--- config.mk ---
export PLATFORM = sky130hd
export DESIGN_NAME = instruction_loader
export DESIGN_NICKNAME = d
export VERILOG_FILES = /design/src/rtl/cpu_pkg.sv /design/src/rtl/byte_packer.sv /design/src/rtl/instruction_loader.sv
export SDC_FILE = /design/constraint.sdc
export NUM_CORES = 1
export LEC_CHECK = 0
export ABC_AREA = 1
export BUFFER_PORTS_ARGS = -buffer_cell sky130_fd_sc_hd__buf_2
export CORE_ASPECT_RATIO = 0.7
export CORE_MARGIN = 10
export CORE_UTILIZATION = 50
export CTS_CLUSTER_DIAMETER = 200
export DETAILED_ROUTE_END_ITERATION = 7
export PLACE_DENSITY = 0.87
export SETUP_SLACK_MARGIN = 0.05
export SLEW_MARGIN = 20
export SYNTH_ARGS = -nofsm -noshare
export SYNTH_HDL_FRONTEND = slang
export SYNTH_SLANG_ARGS = --single-unit
--- constraint.sdc ---
create_clock -name in_clk -period 2.1 [get_ports in_clk]
set_input_delay 0.105 -clock in_clk [delete_from_list [all_inputs] [get_ports in_clk]]
set_output_delay 0.105 -clock in_clk [all_outputs]
set_load 0.05 [all_outputs]
--- src/rtl/cpu_pkg.sv ---
// Shared definitions for the CPU memory-side blocks.
//   WORD_W          : instruction/data word width in bits
//   ADDR_W_DEFAULT  : default word-address width of the instruction memory
//   loader_state_t  : state encoding of the program loader FSM
package cpu_pkg;

  localparam int unsigned WORD_W         = 32;
  localparam int unsigned ADDR_W_DEFAULT = 16;

  typedef enum logic [1:0] {
    StIdle,
    StLoad,
    StWrite,
    StDone
  } loader_state_t;

endpackage

--- src/rtl/byte_packer.sv ---
// Packs a byte stream into big-endian 32-bit words (first byte lands in [31:24]).
// Ports:
//   clk_i        : clock
//   rst_ni       : synchronous active-low reset
//   clear_i      : drop any partial word and restart at byte 0 (wins over shift_i)
//   shift_i      : accept byte_i this cycle
//   byte_i       : stream byte
//   word_o       : shift register contents (full word once four bytes are in)
//   word_full_o  : this cycle's shift completes a word
module byte_packer
  import cpu_pkg::*;
(
  input  logic              clk_i,
  input  logic              rst_ni,
  input  logic              clear_i,
  input  logic              shift_i,
  input  logic [7:0]        byte_i,
  output logic [WORD_W-1:0] word_o,
  output logic              word_full_o
);

  logic [1:0]        cnt_q, cnt_d;
  logic [WORD_W-1:0] sr_q, sr_d;

  always_comb begin
    cnt_d = cnt_q;
    sr_d  = sr_q;
    if (clear_i) begin
      cnt_d = '0;
      sr_d  = '0;
    end else if (shift_i) begin
      sr_d  = {sr_q[WORD_W-9:0], byte_i};
      // Two-bit counter wraps to 0 after the fourth byte, ready for the next word.
      cnt_d = cnt_q + 2'd1;
    end
  end

  always_ff @(posedge clk_i) begin
    if (!rst_ni) begin
      cnt_q <= '0;
      sr_q  <= '0;
    end else begin
      cnt_q <= cnt_d;
      sr_q  <= sr_d;
    end
  end

  assign word_o      = sr_q;
  assign word_full_o = shift_i && !clear_i && (cnt_q == 2'd3);

endmodule

--- src/rtl/instruction_loader.sv ---
// Loads a program into instruction memory from a byte stream at run time.
// Bytes are packed big-endian into 32-bit words; each word is written in a
// one-cycle WRITE state to base + words_written (wrapping modulo 2^ADDR_W).
// Ports:
//   in_clk / in_reset_n        : clock, synchronous active-low reset
//   in_start / in_abort        : begin a load (IDLE/DONE) / cancel it (LOAD/WRITE)
//   in_base_addr/in_word_count : load parameters, sampled on accepted start
//   in_byte/in_byte_valid      : stream input; out_byte_ready is its ready
//   out_we/out_waddr/out_wdata : instruction memory write port
//   out_busy/out_done          : status (LOAD or WRITE / DONE)
//   out_words_written          : words committed in the current or last load
module instruction_loader
  import cpu_pkg::*;
#(
  parameter int unsigned ADDR_W = cpu_pkg::ADDR_W_DEFAULT
) (
  input  logic              in_clk,
  input  logic              in_reset_n,
  input  logic              in_start,
  input  logic              in_abort,
  input  logic [ADDR_W-1:0] in_base_addr,
  input  logic [ADDR_W:0]   in_word_count,
  input  logic [7:0]        in_byte,
  input  logic              in_byte_valid,
  output logic              out_byte_ready,
  output logic              out_we,
  output logic [ADDR_W-1:0] out_waddr,
  output logic [WORD_W-1:0] out_wdata,
  output logic              out_busy,
  output logic              out_done,
  output logic [ADDR_W:0]   out_words_written
);

  loader_state_t     state_q, state_d;
  logic [ADDR_W-1:0] base_q, base_d;
  logic [ADDR_W:0]   count_q, count_d;
  logic [ADDR_W:0]   words_q, words_d;
  logic [ADDR_W-1:0] waddr_q, waddr_d;
  logic [WORD_W-1:0] wdata_q, wdata_d;

  logic              start_ok, abort_ok;
  logic              pk_shift, pk_clear, pk_full;
  logic [WORD_W-1:0] pk_word;

  assign start_ok = in_start && ((state_q == StIdle) || (state_q == StDone));
  assign abort_ok = in_abort && ((state_q == StLoad) || (state_q == StWrite));
  assign pk_shift = in_byte_valid && (state_q == StLoad);
  assign pk_clear = start_ok || abort_ok;

  byte_packer u_byte_packer (
    .clk_i       (in_clk),
    .rst_ni      (in_reset_n),
    .clear_i     (pk_clear),
    .shift_i     (pk_shift),
    .byte_i      (in_byte),
    .word_o      (pk_word),
    .word_full_o (pk_full)
  );

  always_comb begin
    state_d = state_q;
    base_d  = base_q;
    count_d = count_q;
    words_d = words_q;
    waddr_d = waddr_q;
    wdata_d = wdata_q;
    unique case (state_q)
      StIdle, StDone: begin
        if (start_ok) begin
          base_d  = in_base_addr;
          count_d = in_word_count;
          words_d = '0;
          state_d = (in_word_count == '0) ? StDone : StLoad;
        end
      end
      StLoad: begin
        if (abort_ok) begin
          state_d = StIdle;
        end else if (pk_full) begin
          // Register the write port now so it is stable for the whole WRITE cycle.
          state_d = StWrite;
          waddr_d = base_q + words_q[ADDR_W-1:0];
          wdata_d = {pk_word[WORD_W-9:0], in_byte};
        end
      end
      StWrite: begin
        // The write happens this cycle regardless of abort, so it is always counted.
        words_d = words_q + 1'b1;
        if (abort_ok) begin
          state_d = StIdle;
        end else if ((words_q + 1'b1) == count_q) begin
          state_d = StDone;
        end else begin
          state_d = StLoad;
        end
      end
      default: state_d = StIdle;
    endcase
  end

  always_ff @(posedge in_clk) begin
    if (!in_reset_n) begin
      state_q <= StIdle;
      base_q  <= '0;
      count_q <= '0;
      words_q <= '0;
      waddr_q <= '0;
      wdata_q <= '0;
    end else begin
      state_q <= state_d;
      base_q  <= base_d;
      count_q <= count_d;
      words_q <= words_d;
      waddr_q <= waddr_d;
      wdata_q <= wdata_d;
    end
  end

  assign out_byte_ready    = (state_q == StLoad);
  assign out_we            = (state_q == StWrite);
  assign out_busy          = (state_q == StLoad) || (state_q == StWrite);
  assign out_done          = (state_q == StDone);
  assign out_waddr         = waddr_q;
  assign out_wdata         = wdata_q;
  assign out_words_written = words_q;

endmodule

==> impl.org, run 1 <==
** Outcome
- The run finished with clean final reports.

** Synthesis
- Synthesis instantiated 42 different standard cells from the library.
- Yosys mapped a number of flops with a built-in enable equal to 0.
- Cell Area, Synth :: 0.00600 sq mm
- Counting every net in the synthesized netlist gives 918.
- Post-synthesis instance total :: 851
- Summed over all instances, the cell type with the most area after synthesis is sky130_fd_sc_hd__dfxtp_1.
- Counting flops and latches in the post-synthesis netlist gives 126.
- Yosys warns :: 0
- In the synthesized netlist the dominant register cell turns out to be sky130_fd_sc_hd__dfxtp_1.
- Post-synthesis average cell area :: 7.05 sq um
- Async SR Flop Fraction :: 0%
- Sequential cells were found to cover 42.0% of the synthesized design area.
- Fraction of post-synthesis cell area in the top cell type by area :: 42.0%
- Biggest area contributors in the synthesized netlist :: sky130_fd_sc_hd__dfxtp_1 (42%), sky130_fd_sc_hd__nor2_1 (9.5%), sky130_fd_sc_hd__nand2_1 (9.3%)

** Power and ir drop
- VDD sags by at most 707 uV.
- Reported net switching power :: 2.76 mW
- Summed over all cells, the static leakage comes to 3.53 nW.
- The internal power of the cells totals 5.20 mW.
- Relative contribution of the clock network to total power :: 38.7%
- Switching share of power :: 34.7%
- Proportion of power drawn by combinational gates :: 26.1%
- In this run the power density over the cells is 1000 mW/mm^2.
- Of the total power, registers draw 35.2%.

** Timing
- Final setup fails :: 0
- The final count of pins violating max slew was 0.
- Across the routed clock network, the largest skew measured is 0.0112 ns.
- For the pin with the worst max-slew slack, the measured transition is 0.482 ns.
- Hold slack :: 0.00118 ns
- The hold violation total from the final report is 0.
- The worst path uses 96.2% of the clock period.
- Counting I/O delays and the setup requirement, the final critical path takes 2.02 ns.
- RSZ-0062 raised after global routing :: true
- Max Clk Rate :: 0.495 GHz
- Slew HR :: 67.6%

** Layout
- P&R area growth vs syn :: 32.4%
- Filler cell count :: 943
- After the last flow step, the layout net total stands at 1076.
- Once layout is complete, the utilization of the core stands at 67.7%.
- Of the cells placed in the final design, the portion with a size suffix greater than 1 is 23.3%.
- Sequential cell area :: 0.00255 sq mm
- Area of the multi-input gates :: 0.00315 sq mm

** Setup path
- Required time reported for the critical path endpoint :: 2.41 ns
- Combined buffer and inverter count along the critical path :: 3
- Cell repeated most along the worst path :: sky130_fd_sc_hd__nor2_1
- Walking the worst path, the cells encountered are inv_1, ha_4, nor2_1, nor2_2, nand4_1, inv_2, nor2_1, nor2_1, buf_4, o21ai_0, a21oi_2.
- Worst Reg-to-Reg Cells :: 11
- For this run, the slowest stage of the critical path takes 0.33 ns.
- CP startpoint kind :: flip-flop
- In this run the worst path has a maximum fanout of 4.
- CP Capture Type :: flip-flop
- Cell class contributing the biggest share of worst-path delay :: simple AND/OR/NAND/NOR gates
- Among all stages on the critical path, the largest delay is contributed by sky130_fd_sc_hd__dfxtp_1.
- CP Data Arrival Time :: 2.33 ns
- The critical path crosses 11 cells after its start point.
- Kind of critical path :: flip-flop to flip-flop

** Route
- Pre-Repair DR Iteration Count :: 5
- After detailed routing, the total wire length is 19000 um.
- Total vias in the final route :: 6441
- Wire length per cell :: 16.1 um
- Number of nets still failing antenna checks after routing :: 0
- Number of DRC violations after detailed routing :: 0
- Detailed router's first-iteration violation count :: 619
- Routed via count divided by cell count :: 5.46

** Placed design
- RePlAce Congestion :: 0.943
- IO buf count :: 114
- Detailed placement finished with a half-perimeter wire length of 12900 um.

** Global route
- Layer with the highest usage after global routing :: met2
- Met1 Use GR :: 29.0%
- Global routing used 33.1% of the available met2 tracks.
- Wire length of the first global-routing pass :: 30500 um
- Gr ovfl total :: 0
- Global routing consumed, on the met3 layer, 7.04% of the routing resources.
- Pin count of the biggest net entering global routing :: 42
- Number of global-route vias before repair :: 6023
- For this run, the total global-route usage over all layers was measured as 22.1%.
- The initial antenna violation count came to 1.

** Die
- Die Ht :: 112 um
- Row Count :: 33
- Once the floorplan was initialized, standard cells occupied 51.2% of the core.
- The core region is 0.0117 sq mm.
- Die ar. :: 0.0169 sq mm
- The die is 151 um wide.
- Number of top-level design ports :: 115

** Clock network
- Source-to-sink clock delay at the later pin of the worst-skew pair :: 0.42 ns
- Number of buffers between clock root and the deepest sink :: 2
- CTS Root Cell :: sky130_fd_sc_hd__clkbuf_16
- Num CTS Buffers :: 17
- Reg clk slew, reported paths :: 0.06 ns
- The H-tree generated during clock tree synthesis spans 4 levels.
- TritonCTS built the clock tree.
- TritonCTS sink count :: 126

** Hold path
- Tightest Hold Check Type :: primary input to flip-flop
- Worst hold stages :: 3

** Job
- Across the run, the number of max-cap violations was 0.
## routing by layer
layer	share of wire (%)	routed length, um
met1	43	8190
met2	44	8430
met3	11	2020
met4	2.1	390
met5	0	0
## state kept, by name, summed over array words and instances (netlist names)
name                  count
u_byte_packer.cnt_q       2
out_waddr                16
out_words_written        17
state_q                   2
out_wdata                32
count_q                  17
base_q                   16
u_byte_packer.word_o     24
## layout make-up
cell class / instances / share of cell area, %
diodes: 1 / 0.0315
clock buffers: 18 / 5.67
clock inverters: 14 / 2.14
inverters: 67 / 3.23
multi-input cells: 619 / 39.6
flip-flops and latches: 126 / 32.1
well taps: 157 / 2.47
repair buffers: 178 / 14.8
## path summary, 6_finish.rpt
path                                  from                        to  slack, ns
setup / recovery                state_q[0]                state_q[1]       0.08
hold / removal             in_base_addr[3]                 base_q[3]      0.001
setup reg to reg                state_q[0]                state_q[1]       0.08
hold reg to reg   u_byte_packer.word_o[22]  u_byte_packer.word_o[22]       0.46
## layout by cell type, fill, tap and decap left out, types with 5 or more instances in the layout
master / netlist / layout
sky130_fd_sc_hd__buf_2: 7 / 114
sky130_fd_sc_hd__nor2_4: 4 / 5
sky130_fd_sc_hd__a21oi_1: 76 / 72
sky130_fd_sc_hd__nor2_1: 152 / 150
sky130_fd_sc_hd__nand2_1: 148 / 145
sky130_fd_sc_hd__nand4_1: 9 / 9
sky130_fd_sc_hd__ha_1: 20 / 13
sky130_fd_sc_hd__clkbuf_16: 0 / 18
sky130_fd_sc_hd__xor2_1: 10 / 10
sky130_fd_sc_hd__o21ai_0: 85 / 83
sky130_fd_sc_hd__dfxtp_1: 126 / 113
sky130_fd_sc_hd__dlygate4sd3_1: 0 / 30
sky130_fd_sc_hd__o21ai_1: 6 / 5
sky130_fd_sc_hd__nand3_1: 61 / 61
sky130_fd_sc_hd__buf_4: 1 / 31
sky130_fd_sc_hd__a21oi_2: 1 / 5
sky130_fd_sc_hd__inv_1: 63 / 61
sky130_fd_sc_hd__dfxtp_2: 0 / 10
sky130_fd_sc_hd__nand2_2: 7 / 9
sky130_fd_sc_hd__ha_2: 0 / 6
## repair_timing
action / in CTS / in global routing
pin swaps: 1 / 6
hold buffers: 30 / 0
gates resized for setup: 3 / 27
buffers inserted: 0 / 2
gates cloned: 1 / 0
endpoints found under the hold margin: 38 / 0
setup endpoints to repair: 10 / 38
## tightest hold or removal path: stages
cell                      delay (ns)
sky130_fd_sc_hd__buf_2          0.08
sky130_fd_sc_hd__o21ai_0        0.10
sky130_fd_sc_hd__nor2_1         0.09
## synth_stat cells (4+ instances only)
| master | number |
|---|---|
| sky130_fd_sc_hd__inv_1 | 63 |
| sky130_fd_sc_hd__nor4_1 | 4 |
| sky130_fd_sc_hd__nor2_1 | 152 |
| sky130_fd_sc_hd__o211ai_1 | 4 |
| sky130_fd_sc_hd__nand4_1 | 9 |
| sky130_fd_sc_hd__o21ai_0 | 85 |
| sky130_fd_sc_hd__ha_1 | 20 |
| sky130_fd_sc_hd__o21ai_1 | 6 |
| sky130_fd_sc_hd__a21oi_1 | 76 |
| sky130_fd_sc_hd__nand3_1 | 61 |
| sky130_fd_sc_hd__nand2_1 | 148 |
| sky130_fd_sc_hd__clkbuf_1 | 30 |
| sky130_fd_sc_hd__xor2_1 | 10 |
| sky130_fd_sc_hd__xnor2_1 | 4 |
| sky130_fd_sc_hd__dfxtp_1 | 126 |
| sky130_fd_sc_hd__nand2_2 | 7 |
| sky130_fd_sc_hd__nor2_4 | 4 |
| sky130_fd_sc_hd__buf_2 | 7 |
## power groups by stage
stage,sequential [mW],combinational [mW],clock [mW]
2_1_floorplan,2.83,1.32,0
3_3_place_gp,2.83,1.85,0
3_5_place_dp,2.84,1.88,0
4_1_cts,2.79,1.95,3.10
5_1_grt,2.83,2.28,3.21
6_report,2.80,2.08,3.08
## stage by stage
step | area (sq um) | TNS [ns] | cells | worst slack (ns) | total power, mW
2_1_floorplan | 6030 | -0.0105 | 851 | -0.0105 | 4.15
3_3_place_gp | 6890 | 0 | 1114 | 0.105 | 4.68
3_5_place_dp | 6890 | 0 | 1114 | 0.0232 | 4.72
4_1_cts | 7850 | 0 | 1177 | 0.0563 | 7.84
5_1_grt | 7940 | -0.203 | 1180 | -0.0749 | 8.31
6_report | 7940 | 0 | 1180 | 0.0803 | 7.97
## cell families (layout without fill, tap and decap cells)
family                     after synthesis  count (layout)  share of synthesized area (%)
AOI/OAI and AO/OA                      185             185                           16.3
and+or+nand+nor                        399             399                           28.3
other                                    0               1                              0
adders and majority gates               21              21                           4.50
xor gates and xnor gates                14              14                           2.04
DFF                                    126             126                           42.0
buffers and inverters                  106             277                           6.86
(Power assumes the default switching activity.)
==> inputs of run 2 (changes only) <==
- ABC_AREA: 1 -> 0
==> run 2 against run 1 <==
  * Critical path depth shrank 3
  * Global-route usage decreased by 0.090 points
  * Setup slack worse by 0.080 ns
  * Non-clock buffer count up 26
  * Core utilization rose by 2.9 points
  * Sequential power decreased by 2%
  * Critical endpoint is now out_waddr[13]
  * Largest cell class unchanged
==> impl.org, run 2 <==
** Placed design
- Pre-CTS setup slack :: -0.0343 ns
- HPWL after detailed placement :: 13100 um
- RePlAce Congestion :: 0.909
- IO buf count :: 114
- Cell total after placement :: 1025

** Synthesis
- Leading area contributor after synthesis :: sky130_fd_sc_hd__dfxtp_1
- Averaged over all synthesized cells, the footprint is 8.10 sq um.
- After synthesis the cells add up to 0.00611 sq mm.
- Async SR Flop Fraction :: 0%
- Main flop type after synthesis :: sky130_fd_sc_hd__dfxtp_1
- In this run, distinct cell masters in the synthesized netlist total 58.
- The share of the Yosys chip area taken by registers is 41.3%.
- Biggest area contributors in the synthesized netlist :: sky130_fd_sc_hd__dfxtp_1 (41%), sky130_fd_sc_hd__nand2_1 (13%), sky130_fd_sc_hd__a21boi_0 (9.0%)
- Most common cell in the synthesized netlist :: sky130_fd_sc_hd__nand2_1
- Most frequent cells after synthesis :: sky130_fd_sc_hd__nand2_1 (218), sky130_fd_sc_hd__dfxtp_1 (126), sky130_fd_sc_hd__a21boi_0 (73)
- The synthesized design contains 0 enable-type register cells.
- Synthesis produced a netlist whose cell count is 754.
- The top cell type by area accounts for 41.3% of the synthesized area.
- Net Count, Synth :: 821
- Yosys printed 0 warnings.
- Seq cells post-synth :: 126

** Power and ir drop
- Power density over the cells :: 923 mW/mm^2
- Internal power comes to 5.00 mW.
- IR analysis of the VDD net gives a maximum drop of 639 uV.
- Total leakage power :: 3.40 nW
- The clock network is responsible for 37.9% of the overall power.
- Proportion of power drawn by combinational gates :: 26.4%
- Sequential fraction of design power :: 35.7%
- In this run switching power makes up 35.0% of total power.
- In this run the power spent charging and discharging nets is 2.70 mW.

** Clock network
- After clock tree synthesis, the clock-pin slew on the worst setup and hold paths is 0.06 ns.
- Clock latency on the worst-skew pair, taken at its later pin, is 0.42 ns.
- The clock passes through at most 2 buffers.
- Clock H-tree levels :: 4
- Num CTS Buffers :: 17
- CTS saw 126 sinks.
- CTS Root Cell :: sky130_fd_sc_hd__clkbuf_16
- Clock tree from TritonCTS :: done

** Timing
- Final worst-path setup slack :: 0.000380 ns
- Setup violations remaining at the end of the flow were counted as 0.
- The worst pin sits at a relative slew slack of 66.7%.
- The hold violation total from the final report was 0.
- Final Max Slew Viols :: 0
- Setup repair after global routing could not meet its margin everywhere.
- Final worst-path cycle share :: 100%
- The worst path needs 2.10 ns of the cycle, external delays included.
- Max Clk Rate :: 0.476 GHz
- Final TNS setup :: 0 ns
- For the final database, setup skew stands at 0.0114 ns.
- Slew @ Worst Pin :: 0.499 ns
- The tightest hold path in the finished design has a slack of 0.00535 ns.

** Route
- Total vias in the final route :: 6210
- After detailed routing, the number of remaining DRC violations is 0.
- Before antenna repair, the detailed router went through 6 iterations.
- In the final routed layout, each cell accounts on average for 17.9 um.
- Total wire length :: 19700 um
- Using the TritonRoute via totals, the vias-per-cell ratio works out to 5.62.
- Total met3 wirelength after detailed routing :: 1880 um
- Topmost layer with routed signal wires :: met4
- For this block, the initial DRC count from the detailed router was 510.
- The count of nets left with antenna violations once routing finished came out at 0.
- In the final routing, the length of wire on met1 measures 8630 um.
- Met2 layer wire length in the routed design :: 8830 um

** Die
- In this run the vertical extent of the chip is 112 um.
- The core region is 0.0118 sq mm.
- Row Count :: 33
- For this configuration, the core starts out at a cell density of 51.7%.
- Measured along the x axis, the die boundary spans 152 um.
- Number of top-level design ports :: 115
- Die ar. :: 0.0171 sq mm

** Setup path
- The worst setup path is launched from a flip-flop.
- The worst setup path is of the flip-flop to flip-flop kind.
- Crit-path slowest cell :: sky130_fd_sc_hd__dfxtp_4
- Critical Path Max Stage Delay :: 0.39 ns
- Data on the critical path arrives at its endpoint at 2.40 ns.
- Ordered list of cells on the worst path :: ha_4, a21o_1, a221oi_4, nor3_2, a211o_4, a31oi_4, nor4_2, a211o_1
- CP max FO :: 5
- The worst setup path is captured at a flip-flop.
- At the worst endpoint, the required time is 2.40 ns.

** Global route
- Wire length of the first global-routing pass :: 31400 um
- Entering global routing, the biggest net connects 38 pins.
- Number of global-route vias before repair :: 6140
- The initial antenna violation count came to 0.
- Gr ovfl total :: 0
- In the global route stage, overall resource usage came out at 22.0%.

** Layout
- Leading cell types in the layout, fill and taps excluded :: sky130_fd_sc_hd__nand2_1 (215), sky130_fd_sc_hd__buf_2 (114), sky130_fd_sc_hd__dfxtp_1 (107), sky130_fd_sc_hd__a21boi_0 (73), sky130_fd_sc_hd__buf_4 (50)
- Diodes inserted :: 0
- Nets@finish :: 1002
- The library cell used most frequently in the layout, excluding fill and tap cells, is sky130_fd_sc_hd__nand2_1.
- From synthesis to final layout, the design area changed by 36.6%.
- For this run, the number of standard cells in the final layout without fillers is 1105.
- Final standard cell utilization of the core :: 70.7%
- Share of layout cells above drive strength 1 :: 27.7%
- The register with the most flip-flops in the layout has 32 of them.

** Outcome
- The flow ran to the end, and the final reports show no timing, DRC or antenna violations.

** Hold path
- Tightest Hold Check Type :: primary input to flip-flop

** Job
- Max-cap viol count :: 0
## run 2: logic make-up after synthesis
family          share of synthesized area (%)
xor+xnor                                 5.45
compound gates                           21.0
fa+ha+maj                                4.42
flops                                    41.3
buf+inv                                  3.48
simple gates                             24.4
## run 2: stage by stage
stage          power [mW]  instance area (sq um)
6_report             7.70                   8340
5_1_grt              7.99                   8340
4_1_cts              7.60                   8230
3_5_place_dp         4.63                   7160
3_3_place_gp         4.58                   7160
2_1_floorplan        4.04                   6260
## run 2: final cells by class
class	count	area (sq um)
Clock inverter	14	149
Timing Repair Buffer	204	1350
Multi-Input combinational cell	577	3600
Sequential cell	126	2570
Tap cell	157	196
Inverter	9	37.5
Fill cell	840	3460
Clock buffer	18	439
## run 2: worst paths after layout
kind                               start                     end  slack (ns)  cells after the start
setup / recovery    out_words_written[1]           out_waddr[13]      0.0004                      8
hold / removal           in_base_addr[4]               base_q[4]       0.005                      3
setup reg to reg    out_words_written[1]           out_waddr[13]      0.0004                      8
hold reg to reg   u_byte_packer.cnt_q[1]  u_byte_packer.cnt_q[1]        0.46                      2
## run 2: power groups by stage
stage,logic (mW),clock network (mW),registers (mW)
CTS,1.94,2.94,2.73
global placement,1.81,0,2.77
finish,2.04,2.92,2.75
global route,2.19,3.03,2.76
floorplan,1.30,0,2.73
detailed placement,1.86,0,2.77
## run 2: critical path: cells and delay by family (launching register included)
kind                       cells  cell delay (ns)
AOI/OAI and AO/OA              5             1.25
adders and majority gates      1             0.20
DFF                            1             0.39
and+or+nand+nor                2             0.14
## run 2: timing repair
action,4_1_cts,5_1_grt
buffers inserted,5,5
pin swaps,7,14
endpoints found under the hold margin,46,0
hold buffers,38,0
setup endpoints to repair,8,16
gates resized for setup,14,21
## run 2: per-layer routing
| layer | GRT usage [%] | vias to the layer above |
|---|---|---|
| met2 | 34.2 | 299 |
| met1 | 27.4 | 2925 |
| met4 | 6.97 | 0 |
| met5 | 0 | - |
| met3 | 8.58 | 46 |
| li1 | - | 2940 |
